### config.mk
export PLATFORM = sky130hd
export DESIGN_NAME = seq_mult4_ctrl
export DESIGN_NICKNAME = d
export VERILOG_FILES = /design/src/rtl/seq_mult4_ctrl.sv
export SDC_FILE = /design/constraint.sdc
export NUM_CORES = 1
export LEC_CHECK = 0
export BUFFER_PORTS_ARGS = -buffer_cell sky130_fd_sc_hd__buf_2
export CAP_MARGIN = 0
export CORE_MARGIN = 5
export CORE_UTILIZATION = 45
export CTS_BUF_LIST = sky130_fd_sc_hd__clkbuf_8
export DETAILED_ROUTE_END_ITERATION = 12
export GPL_ROUTABILITY_DRIVEN = 0
export GPL_TIMING_DRIVEN = 0
export PLACE_DENSITY = 0.69
export RECOVER_POWER = 25
export SKIP_CTS_REPAIR_TIMING = 1
export SKIP_LAST_GASP = 1
export SLEW_MARGIN = 40
export SYNTH_ARGS = -nofsm -noshare
export SYNTH_HDL_FRONTEND = slang
export SYNTH_SLANG_ARGS = --single-unit
### constraint.sdc
create_clock -name clock -period 2.2 [get_ports clock]
set_input_delay 0.22 -clock clock [delete_from_list [all_inputs] [get_ports clock]]
set_output_delay 0.22 -clock clock [all_outputs]
set_load 0.02 [all_outputs]
### src/rtl/seq_mult4_ctrl.sv
// Sequential 4x4 unsigned shift-and-add multiplier: a control FSM with datapath
// plus a saturating iteration counter that tells the FSM when the last add is due.

module contador (
    input  logic       clock,
    input  logic       reset,
    input  logic       init_count,
    input  logic [2:0] count_val,
    output logic       cont_bet_val
);

    logic [2:0] count_r;

    // Iteration counter: cleared whenever the FSM is not iterating, saturates at 7
    always_ff @(posedge clock) begin
        if (!reset) begin
            count_r <= 3'd0;
        end else if (!init_count) begin
            count_r <= 3'd0;
        end else if (count_r != 3'd7) begin
            count_r <= count_r + 3'd1;
        end else begin
            count_r <= count_r;
        end
    end

    assign cont_bet_val = (count_r >= count_val);

endmodule

module fsm (
    input  logic       clock,
    input  logic       reset,
    input  logic       start,
    input  logic [3:0] a,
    input  logic [3:0] b,
    input  logic       cont_bet_val,
    output logic       init_count,
    output logic [2:0] count_val,
    output logic [7:0] ab_result,
    output logic       done
);

    localparam logic [1:0] ST_IDLE = 2'd0;
    localparam logic [1:0] ST_CALC = 2'd1;
    localparam logic [1:0] ST_DONE = 2'd2;

    logic [1:0] state_r;
    logic [1:0] next_state_s;
    logic [7:0] m_r;
    logic [3:0] q_r;
    logic [7:0] p_r;
    logic [7:0] sum_s;
    logic [7:0] ab_result_r;
    logic       done_r;

    // Next-state decode
    always_comb begin
        next_state_s = state_r;
        case (state_r)
            ST_IDLE: begin
                if (start) begin
                    next_state_s = ST_CALC;
                end else begin
                    next_state_s = ST_IDLE;
                end
            end
            ST_CALC: begin
                if (cont_bet_val) begin
                    next_state_s = ST_DONE;
                end else begin
                    next_state_s = ST_CALC;
                end
            end
            ST_DONE: next_state_s = ST_IDLE;
            default: next_state_s = ST_IDLE;
        endcase
    end

    // Partial product for the current iteration
    always_comb begin
        sum_s = p_r;
        if (q_r[0]) begin
            sum_s = p_r + m_r;
        end else begin
            sum_s = p_r;
        end
    end

    // State register, operand capture, shift-and-add datapath and result register
    always_ff @(posedge clock) begin
        if (!reset) begin
            state_r     <= ST_IDLE;
            m_r         <= 8'd0;
            q_r         <= 4'd0;
            p_r         <= 8'd0;
            ab_result_r <= 8'd0;
            done_r      <= 1'b0;
        end else begin
            state_r <= next_state_s;
            done_r  <= 1'b0;
            case (state_r)
                ST_IDLE: begin
                    if (start) begin
                        m_r <= {4'd0, a};
                        q_r <= b;
                        p_r <= 8'd0;
                    end else begin
                        m_r <= m_r;
                        q_r <= q_r;
                        p_r <= p_r;
                    end
                end
                ST_CALC: begin
                    p_r <= sum_s;
                    m_r <= {m_r[6:0], 1'b0};
                    q_r <= {1'b0, q_r[3:1]};
                    // The final iteration's sum goes straight to the result register
                    if (cont_bet_val) begin
                        ab_result_r <= sum_s;
                        done_r      <= 1'b1;
                    end else begin
                        ab_result_r <= ab_result_r;
                    end
                end
                ST_DONE: begin
                    done_r <= 1'b0;
                end
                default: begin
                    done_r <= 1'b0;
                end
            endcase
        end
    end

    assign init_count = (state_r == ST_CALC);
    assign count_val  = 3'd3;
    assign ab_result  = ab_result_r;
    assign done       = done_r;

endmodule

module seq_mult4_ctrl (
    input  logic       clock,
    input  logic       reset,
    input  logic       start,
    input  logic [3:0] a,
    input  logic [3:0] b,
    output logic [7:0] ab_result,
    output logic       done
);

    logic       init_count_s;
    logic [2:0] count_val_s;
    logic       cont_bet_val_s;

    fsm u_fsm (
        .clock        (clock),
        .reset        (reset),
        .start        (start),
        .a            (a),
        .b            (b),
        .cont_bet_val (cont_bet_val_s),
        .init_count   (init_count_s),
        .count_val    (count_val_s),
        .ab_result    (ab_result),
        .done         (done)
    );

    contador u_contador (
        .clock        (clock),
        .reset        (reset),
        .init_count   (init_count_s),
        .count_val    (count_val_s),
        .cont_bet_val (cont_bet_val_s)
    );

endmodule

-- Word-level counts from Yosys, hierarchy flattened
Cells that the tools add are included.
- bits in registers: 34
- output and inout port bits: 9
- word-level logic and storage cells: 29
- add/subtract/negate cells: 2
- $lt $le $gt $ge: 1
- eq/ne operators: 3
- mux-type cells: 11
- reductions and logical operators: 5
- operators with widths (cell ; count):
    8-bit one-hot mux with 2 select lines ; 2
    8-bit two-way mux ; 3
    8-bit adder ; 1
    4-bit one-hot mux with 2 select lines ; 1
    2-bit AND reduction ; 3
    4-bit two-way mux ; 1
    2-bit one-hot mux with 2 select lines ; 1
    3-bit by 1-bit adder with 3-bit output (second input constant) ; 1
    3-bit by 2-bit >= comparator with 1-bit output (second input constant) ; 1
    3-bit != test (second input constant) ; 1
    2-bit by 1-bit equality test with 1-bit output (second input constant) ; 1
    2-bit logical NOT ; 1
    1-bit two-way mux ; 2
    2-bit two-way mux ; 1
    2-bit != test (second input constant) ; 1
    2-bit nonzero test ; 1

-- Logic depth before layout (Yosys ltp)
Gate-level depths: netlist of the first run.
- depth after elaboration: 3
- depth in mapped cells: 8
- mapped depth without buffers: 7

-- Cells and area by module
Synthesis of the first run repeated with hierarchy kept, for this count alone.
- cell total of the unflattened synthesis: 205
- area, all modules: 1746.7 µm²
- by module, submodules not included (module ; instances ; cells an instance ; area each (µm²)):
    fsm ; 1 ; 183 ; 1549.0
    contador ; 1 ; 22 ; 197.7

-- Least setup slack after synthesis of the first run
Ideal clock, no wire load.
- kind: register to register
- start point: register u_fsm.p_r[0]
- end point: register u_fsm.ab_result_r[6] (netlist: u_fsm.ab_result[6])
- library setup time: 120 ps
- arrival: 1675 ps
- setup slack: 404 ps
- stages on the path, launching flop included: 8
- cells stage by stage: dfxtp_1 > ha_1 > fa_1 > a211oi_1 > o21bai_1 > and4b_1 > nor3_1 > a21oi_1
- word-level cells in the longest chain between the ends: 2
- RTL lines (item ; RTL line ; text):
    from (decl) ; 52 ; logic [7:0] p_r;
    from (signal assigned) ; 111 ; p_r <= p_r;
    from (signal assigned) ; 115 ; p_r <= sum_s;
    8-bit adder ; 84 ; sum_s = p_r + m_r;
    8-bit two-way mux ; 83 ; if (q_r[0]) begin
    to (signal assigned) ; 120 ; ab_result_r <= sum_s;
    to (signal assigned) ; 123 ; ab_result_r <= ab_result_r;
    to (decl) ; 54 ; logic [7:0] ab_result_r;
No other way between the ends.
A chain may end at the register's enable or synchronous reset.

-- Final worst setup path of the first run
- start point: register u_fsm.m_r[0]
- end point: register u_fsm.ab_result_r[6] (netlist: u_fsm.ab_result[6])
- word-level cells in the longest chain between the ends: 2
- RTL lines (item ; RTL line ; text):
    from (decl) ; 50 ; logic [7:0] m_r;
    from (signal assigned) ; 105 ; m_r <= {4'd0, a};
    from (signal assigned) ; 109 ; m_r <= m_r;
    from (signal assigned) ; 116 ; m_r <= {m_r[6:0], 1'b0};
    8-bit adder ; 84 ;
    8-bit two-way mux ; 83 ;
No other way between the ends.

==> results of run 1 <==
-- stage by stage --
stage                     hold slack [ns]  cell area (µm²)  utilization (%)  power, µW  instances
after global routing               0.2482             2004            53.94       1421        259
after CTS                          0.2090             2019            54.34       1373        259
final                              0.2041             2004            53.94       1358        259
after floorplan                    0.3907             1760                -      770.8        185
after detailed placement           0.4849             1911            51.41      807.7        251
after global placement             0.4767             1911            51.41      805.6        251
-- cells by family (layout without fill, tap and decap cells) --
| family | count (synthesis) | after routing | share of synthesized area (%) |
|---|---|---|---|
| XOR/XNOR | 7 | 7 | 3.483 |
| adder cells (fa/ha/maj) | 11 | 11 | 8.245 |
| multiplexers | 14 | 14 | 7.960 |
| AND/OR/NAND/NOR | 52 | 52 | 14.85 |
| buffers and inverters | 16 | 42 | 5.828 |
| flip-flops | 34 | 34 | 38.66 |
| AO/OA/AOI/OAI | 51 | 51 | 20.97 |
-- flip-flops by register name (all words and copies together) (netlist names) --
| signal | cells |
|---|---|
| u_fsm.p_r | 8 |
| u_fsm.m_r | 8 |
| u_fsm.state_r | 2 |
| u_fsm.done | 1 |
| u_fsm.q_r | 4 |
| u_fsm.ab_result | 8 |
| u_contador.count_r | 3 |
-- layer usage --
metal	routed length (µm)	GRT usage [%]	up-vias
li1	-	-	711
met4	61	5.533	0
met1	1677	17.44	643
met3	127	5.125	6
met5	0	0	-
met2	1570	22.85	20
-- path summary, 6_finish.rpt --
| path | start | cells after the start | end |
|---|---|---|---|
| setup reg to reg | u_fsm.m_r[0] | 7 | u_fsm.ab_result[6] |
| setup / recovery | u_fsm.m_r[0] | 7 | u_fsm.ab_result[6] |
| hold reg to reg | u_fsm.p_r[6] | 2 | u_fsm.p_r[6] |
| hold / removal | b[3] | 3 | u_fsm.q_r[3] |
-- power by group through the flow --
stage               combinational (µW)  sequential (µW)  clock (µW)
finish                             144              648         567
global route                       160              650         611
CTS                                147              648         578
detailed placement                 145              662           0
global placement                   144              661           0
floorplan                          113              658           0
-- cell usage after synthesis, types with 2 or more instances --
library cell	n	area [µm²]
sky130_fd_sc_hd__nor2_1	13	48.80
sky130_fd_sc_hd__buf_4	2	15.01
sky130_fd_sc_hd__nand2b_1	3	18.77
sky130_fd_sc_hd__nor2b_1	10	62.56
sky130_fd_sc_hd__clkbuf_1	7	26.28
sky130_fd_sc_hd__mux2i_1	14	140.1
sky130_fd_sc_hd__o21ai_0	8	40.04
sky130_fd_sc_hd__nand2_1	15	56.30
sky130_fd_sc_hd__a22o_1	4	35.03
sky130_fd_sc_hd__clkbuf_8	2	27.53
sky130_fd_sc_hd__a21oi_1	13	65.06
sky130_fd_sc_hd__xnor2_1	2	17.52
sky130_fd_sc_hd__o211a_1	8	80.08
sky130_fd_sc_hd__nand3b_1	2	15.01
sky130_fd_sc_hd__buf_6	2	22.52
sky130_fd_sc_hd__a22oi_1	7	52.55
sky130_fd_sc_hd__xor2_1	5	43.79
sky130_fd_sc_hd__dfxtp_1	34	680.7
sky130_fd_sc_hd__inv_1	3	11.26
sky130_fd_sc_hd__ha_1	10	125.1
sky130_fd_sc_hd__nand3_1	2	10.01
sky130_fd_sc_hd__a211oi_1	2	15.01
-- layout by cell type, fill, tap and decap left out, types with 3 or more instances in the layout --
cell type / n
sky130_fd_sc_hd__ha_1: 10
sky130_fd_sc_hd__a21oi_1: 13
sky130_fd_sc_hd__nor2_1: 13
sky130_fd_sc_hd__dfxtp_1: 34
sky130_fd_sc_hd__clkbuf_8: 7
sky130_fd_sc_hd__mux2i_1: 14
sky130_fd_sc_hd__nand2b_1: 3
sky130_fd_sc_hd__buf_2: 9
sky130_fd_sc_hd__xor2_1: 5
sky130_fd_sc_hd__nor2b_1: 10
sky130_fd_sc_hd__o211a_1: 8
sky130_fd_sc_hd__a22oi_1: 7
sky130_fd_sc_hd__nand2_1: 15
sky130_fd_sc_hd__a22o_1: 4
sky130_fd_sc_hd__o21ai_0: 8
sky130_fd_sc_hd__inv_1: 3
sky130_fd_sc_hd__clkbuf_1: 17
-- critical path, cell delays in order, from the launching register on --
cell and delay [ns]:
sky130_fd_sc_hd__dfxtp_1 0.35, sky130_fd_sc_hd__ha_1 0.24, sky130_fd_sc_hd__fa_1 0.44, sky130_fd_sc_hd__a211oi_1 0.26, sky130_fd_sc_hd__o21bai_1 0.15, sky130_fd_sc_hd__and4b_1 0.19, sky130_fd_sc_hd__nor3_1 0.19, sky130_fd_sc_hd__a21oi_1 0.09
-- layout make-up --
cell class                 instances  area, µm²
clock buffer                       5      68.82
multi-input combinational        135      977.2
tap                               48      60.06
timing repair buffer              18      78.83
sequential                        34      680.7
inverter                           3      11.26
buffer                            13      87.58
clock inverter                     3      40.04
fill                             353       1712
==> impl_results.rst, run 1 <==
.. list-table::
   :header-rows: 1

   * - Metric
     - Value
   * - Status
     - finished clean
   * - Routed WL
     - 3437 µm
   * - Clock Tree Root
     - sky130_fd_sc_hd__clkbuf_8
   * - Number of slew-limit violations in the final report
     - 0
   * - Count of flip-flops with a built-in enable after synthesis
     - 0
   * - Initial core utilization
     - 47.37%
   * - Fraction of the cycle the final worst path needs
     - 91.44%
   * - Critical path required time
     - 2.38 ns
   * - Gate count after technology mapping
     - 185
   * - Number of routed nets with antenna violations
     - 0
   * - Combinational share of power
     - 10.6%
   * - Core area
     - 0.003716 mm²
   * - Worst slack after detailed placement
     - 0.2161 ns
   * - Global-route wire length before repair
     - 5733 µm
   * - Total global routing overflow
     - 0
   * - Total Negative Setup Slacks
     - 0 ns
   * - Sequential cell area fraction in the yosys report
     - 38.66%
   * - Clock network power share
     - 41.7%
   * - Die W
     - 72.55 µm
   * - Critical Setup Path Class
     - flip-flop to flip-flop
   * - Initial DRC count
     - 62
   * - Number of failing hold endpoints at the final stage
     - 0
   * - Setup slack of the critical path after layout
     - 0.1883 ns
   * - Die outline height
     - 72.55 µm
   * - TritonCTS clock tree
     - built
   * - Worst-Margin Slew
     - 0.5152 ns
   * - Syn_nets
     - 207
   * - Distinct cell type count after synthesis
     - 39
   * - Reg-to-reg slack, setup
     - 0.19 ns
   * - Number of global-route vias before repair
     - 1,245
   * - Critical Path AT
     - 2.19 ns
   * - Number of H-tree branching levels
     - 2
   * - Unrepaired setup endpoints after global routing
     - no
   * - # DRC
     - 0
   * - Final nets
     - 232
   * - Slew headroom
     - 65.65%
   * - # Max-Cap Violations
     - 0
   * - Power density normalized to cell area
     - 677.7 mW/mm²
   * - Count of standard-cell rows
     - 22
   * - Leak pwr
     - 0.0009006 µW
   * - Flip-flop cell with the highest count after synthesis
     - sky130_fd_sc_hd__dfxtp_1
   * - Share of final-layout standard cells stronger than drive strength 1
     - 13.27%
   * - CTS clock-pin slew for the worst setup and hold paths
     - 0.07 ns
   * - Ant diodes
     - 0
   * - Die footprint
     - 0.005263 mm²
   * - IR Drop Worst-Case VDD
     - 0.4618 mV
   * - Type of destination of the critical path
     - flip-flop
   * - # setup viols final
     - 0
   * - Area of the mapped netlist
     - 0.001760 mm²
   * - Area growth from synthesis to layout
     - 13.86%
   * - Switching power
     - 326.3 µW
   * - Number of clock sinks
     - 34
   * - Vias post-DR
     - 1,380
   * - Register bit count reported by yosys
     - 34
   * - Switching power share of the total
     - 24.02%
   * - Pin count of the biggest net entering global routing
     - 12
   * - Time the worst path needs with I/O delays and setup
     - 2.012 ns
   * - Worst-Skew Late Latency
     - 0.29 ns
   * - Post-synth ARST share
     - 0%
   * - Final clock skew
     - 0.008745 ns
   * - Via density per instance
     - 5.328
   * - DP Wirelength
     - 2541 µm
   * - Type of the worst min-delay path
     - input port to flip-flop
   * - Number of antenna violations at the first check in global routing
     - 0
   * - GRT Resource Usage Total
     - 14.28%
   * - Critical-path maximum fanout
     - 3
   * - Buffers added on ports
     - 18
   * - I/O pin cnt
     - 20
   * - Internal power
     - 1032 µW
   * - Part of the power in registers
     - 47.7%
   * - Maximum root-to-sink buffer count
     - 2
   * - Timing-limited maximum frequency
     - 497.1 MHz
   * - Wire length per cell after detailed routing
     - 13.27 µm
   * - Detailed-router iteration count before antenna repair
     - 4
   * - Launching element type of the critical path
     - flip-flop
   * - Count of warnings emitted by yosys
     - 0
   * - Syn avg cell area
     - 9.516 µm²
   * - Number of buffers created by CTS
     - 5
Note: power is estimated with default switching activity, not from simulation.
==> run 2: changes to the inputs <==
--- a/config.mk
+++ b/config.mk
@@ -13,6 +13,7 @@
 export DETAILED_ROUTE_END_ITERATION = 12
 export GPL_ROUTABILITY_DRIVEN = 0
 export GPL_TIMING_DRIVEN = 0
+export MAX_ROUTING_LAYER = met4
 export PLACE_DENSITY = 0.69
 export RECOVER_POWER = 25
 export SKIP_CTS_REPAIR_TIMING = 1
==> run 2 against run 1 <==
Effect of this change: clock power about the same; via count decreased by 2.8%; flip-flop and latch count unchanged; setup slack got worse by 0.0058 ns; clock skew increased by 0.0024 ns.
==> impl_results.rst, run 2 (same netlist as run 1, synthesis figures left out) <==
.. list-table::
   :header-rows: 1

   * - Metric
     - Value
   * - Status
     - finished clean
   * - Most common cell after layout, fill and taps aside
     - sky130_fd_sc_hd__dfxtp_1
   * - Area growth from synthesis to layout
     - 13.86% (unchanged)
   * - Number of cells in the finished layout apart from fillers
     - 259 (unchanged)
   * - Routed WL
     - 3474 µm (+1.1%)
   * - Total global routing overflow
     - 0 (unchanged)
   * - # setup viols final
     - 0 (unchanged)
   * - Ant diodes
     - 0 (unchanged)
   * - Initial DRC count
     - 82 (+32%)
   * - Critical Path AT
     - 2.20 ns (about the same)
   * - CTS clock-pin slew for the worst setup and hold paths
     - 0.07 ns (about the same)
   * - Number of global-route vias before repair
     - 1,255 (+0.80%)
   * - # Max-Cap Violations
     - 0 (unchanged)
   * - Maximum root-to-sink buffer count
     - 2 (unchanged)
   * - Uppermost signal routing layer after detailed routing
     - met4
   * - Leak pwr
     - 0.0009006 µW (unchanged)
   * - Unrepaired setup endpoints after global routing
     - no
   * - Die footprint
     - 0.005263 mm² (unchanged)
   * - Number of routed nets with antenna violations
     - 0 (unchanged)
   * - Via density per instance
     - 5.181 (-2.8%)
   * - Launching element type of the critical path
     - flip-flop
   * - Share of final-layout standard cells stronger than drive strength 1
     - 13.27% (unchanged)
   * - Pin count of the biggest net entering global routing
     - 12 (unchanged)
   * - Met2 layer wire length in the routed design
     - 1570 µm (unchanged)
   * - Die outline height
     - 72.55 µm (unchanged)
   * - Critical-path cell list
     - ha_1 > fa_1 > a211oi_1 > o21bai_1 > and4b_1 > nor3_1 > a21oi_1
   * - Slew headroom
     - 65.02% (-0.63 points)
   * - Post-layout util
     - 53.94% (unchanged)
   * - Total Negative Setup Slacks
     - 0 ns (unchanged)
   * - Instance count after placement with tap cells included
     - 251 (unchanged)
   * - Critical path required time
     - 2.38 ns (about the same)
   * - Number of clock sinks
     - 34 (unchanged)
   * - DP Wirelength
     - 2541 µm (unchanged)
   * - I/O pin cnt
     - 20 (unchanged)
   * - Core area
     - 0.003716 mm² (unchanged)
   * - Fraction of the cycle the final worst path needs
     - 91.70% (+0.26 points)
   * - Initial core utilization
     - 47.37% (unchanged)
   * - DP Area
     - 0.001911 mm² (unchanged)
   * - Die W
     - 72.55 µm (unchanged)
   * - DRT met1 WL
     - 1707 µm (+1.8%)
   * - Detailed-router iteration count before antenna repair
     - 4 (unchanged)
   * - GRT Resource Usage Total
     - 14.75% (+0.48 points)
   * - Critical Setup Path Class
     - flip-flop to flip-flop
   * - Type of destination of the critical path
     - flip-flop
   * - Worst-Margin Slew
     - 0.5247 ns (+0.009456 ns)
   * - Type of the worst min-delay path
     - input port to flip-flop
   * - Count of standard-cell rows
     - 22 (unchanged)
   * - Number of failing hold endpoints at the final stage
     - 0 (unchanged)
   * - IR Drop Worst-Case VDD
     - 0.4608 mV (-0.23%)
   * - Highest-count cells in the layout ignoring fill and taps
     - 34 x sky130_fd_sc_hd__dfxtp_1, 17 x sky130_fd_sc_hd__clkbuf_1, 15 x sky130_fd_sc_hd__nand2_1, 14 x sky130_fd_sc_hd__mux2i_1
   * - Max incr delay on CP
     - 0.44 ns (about the same)
   * - Wire length per cell after detailed routing
     - 13.41 µm (+1.1%)
   * - Number of buffers created by CTS
     - 5 (unchanged)
   * - Reg-to-reg slack, setup
     - 0.18 ns (about the same)
   * - Vias post-DR
     - 1,342 (-2.8%)
   * - TritonCTS clock tree
     - built
   * - Number of H-tree branching levels
     - 2 (unchanged)
   * - Final clock skew
     - 0.01112 ns (+0.002379 ns)
   * - Time the worst path needs with I/O delays and setup
     - 2.017 ns (+0.005820 ns)
   * - Number of slew-limit violations in the final report
     - 0 (unchanged)
   * - Global-route wire length before repair
     - 5733 µm (unchanged)
   * - Routed length on met3
     - 143 µm (+13%)
   * - Highest-delay cell along the critical path
     - sky130_fd_sc_hd__fa_1
   * - Timing-limited maximum frequency
     - 495.7 MHz (-0.29%)
   * - Buffers added on ports
     - 18 (unchanged)
   * - Power density normalized to cell area
     - 679.5 mW/mm² (+0.27%)
   * - Critical-path maximum fanout
     - 3 (unchanged)
   * - Final nets
     - 232 (unchanged)
   * - Number of antenna violations at the first check in global routing
     - 0 (unchanged)
   * - Post-route cell area
     - 0.002004 mm² (unchanged)
   * - Worst-Skew Late Latency
     - 0.30 ns (about the same)
   * - # DRC
     - 0 (unchanged)
   * - Clock Tree Root
     - sky130_fd_sc_hd__clkbuf_8
## run 2: cell counts in the layout (fill, tap and decap cells not counted)
Identical to the previous run, type by type.
## run 2: worst paths after layout
kind | startpoint | to | cells past startpoint
worst max-delay path | u_fsm.m_r[0] | u_fsm.ab_result[6] | 7
worst min-delay path | b[3] | u_fsm.q_r[3] | 3
worst min register to register | u_fsm.p_r[6] | u_fsm.p_r[6] | 2
worst max register to register | u_fsm.m_r[0] | u_fsm.ab_result[6] | 7
## run 2: power by group
group          total [µW]  internal [µW]  switching [µW]
Sequential            648            633            14.6
Clock                 570            333             237
Combinational         144           65.5            78.4
## run 2: critical path, delay by kind of cell (launching register included)
kind	cells	cell delay, ns
flops	1	0.35
compound gates	3	0.51
simple gates	2	0.38
fa+ha+maj	2	0.68
## run 2: layer usage
metal / vias up / GRT usage (%)
met1: 614 / 17.27
met5: - / -
met2: 14 / 22.95
met4: 0 / 5.533
li1: 708 / -
met3: 6 / 5.540
## run 2: per-stage QoR
stage          setup WS, ns  hold WS, ns  power, µW
6_report             0.1825       0.2003       1362
2_1_floorplan        0.4045       0.3907      770.8
3_3_place_gp         0.1985       0.4767      805.6
5_1_grt             0.08992       0.2455       1423
3_5_place_dp         0.2161       0.4849      807.7
4_1_cts              0.1796       0.2090       1373
## run 2: layout make-up
cell class                 instances  area [µm²]
buffer                            13       87.58
clock buffer                       5       68.82
clock inverter                     3       40.04
fill                             353        1712
inverter                           3       11.26
multi-input combinational        135       977.2
sequential                        34       680.7
tap                               48       60.06
timing repair buffer              18       78.83
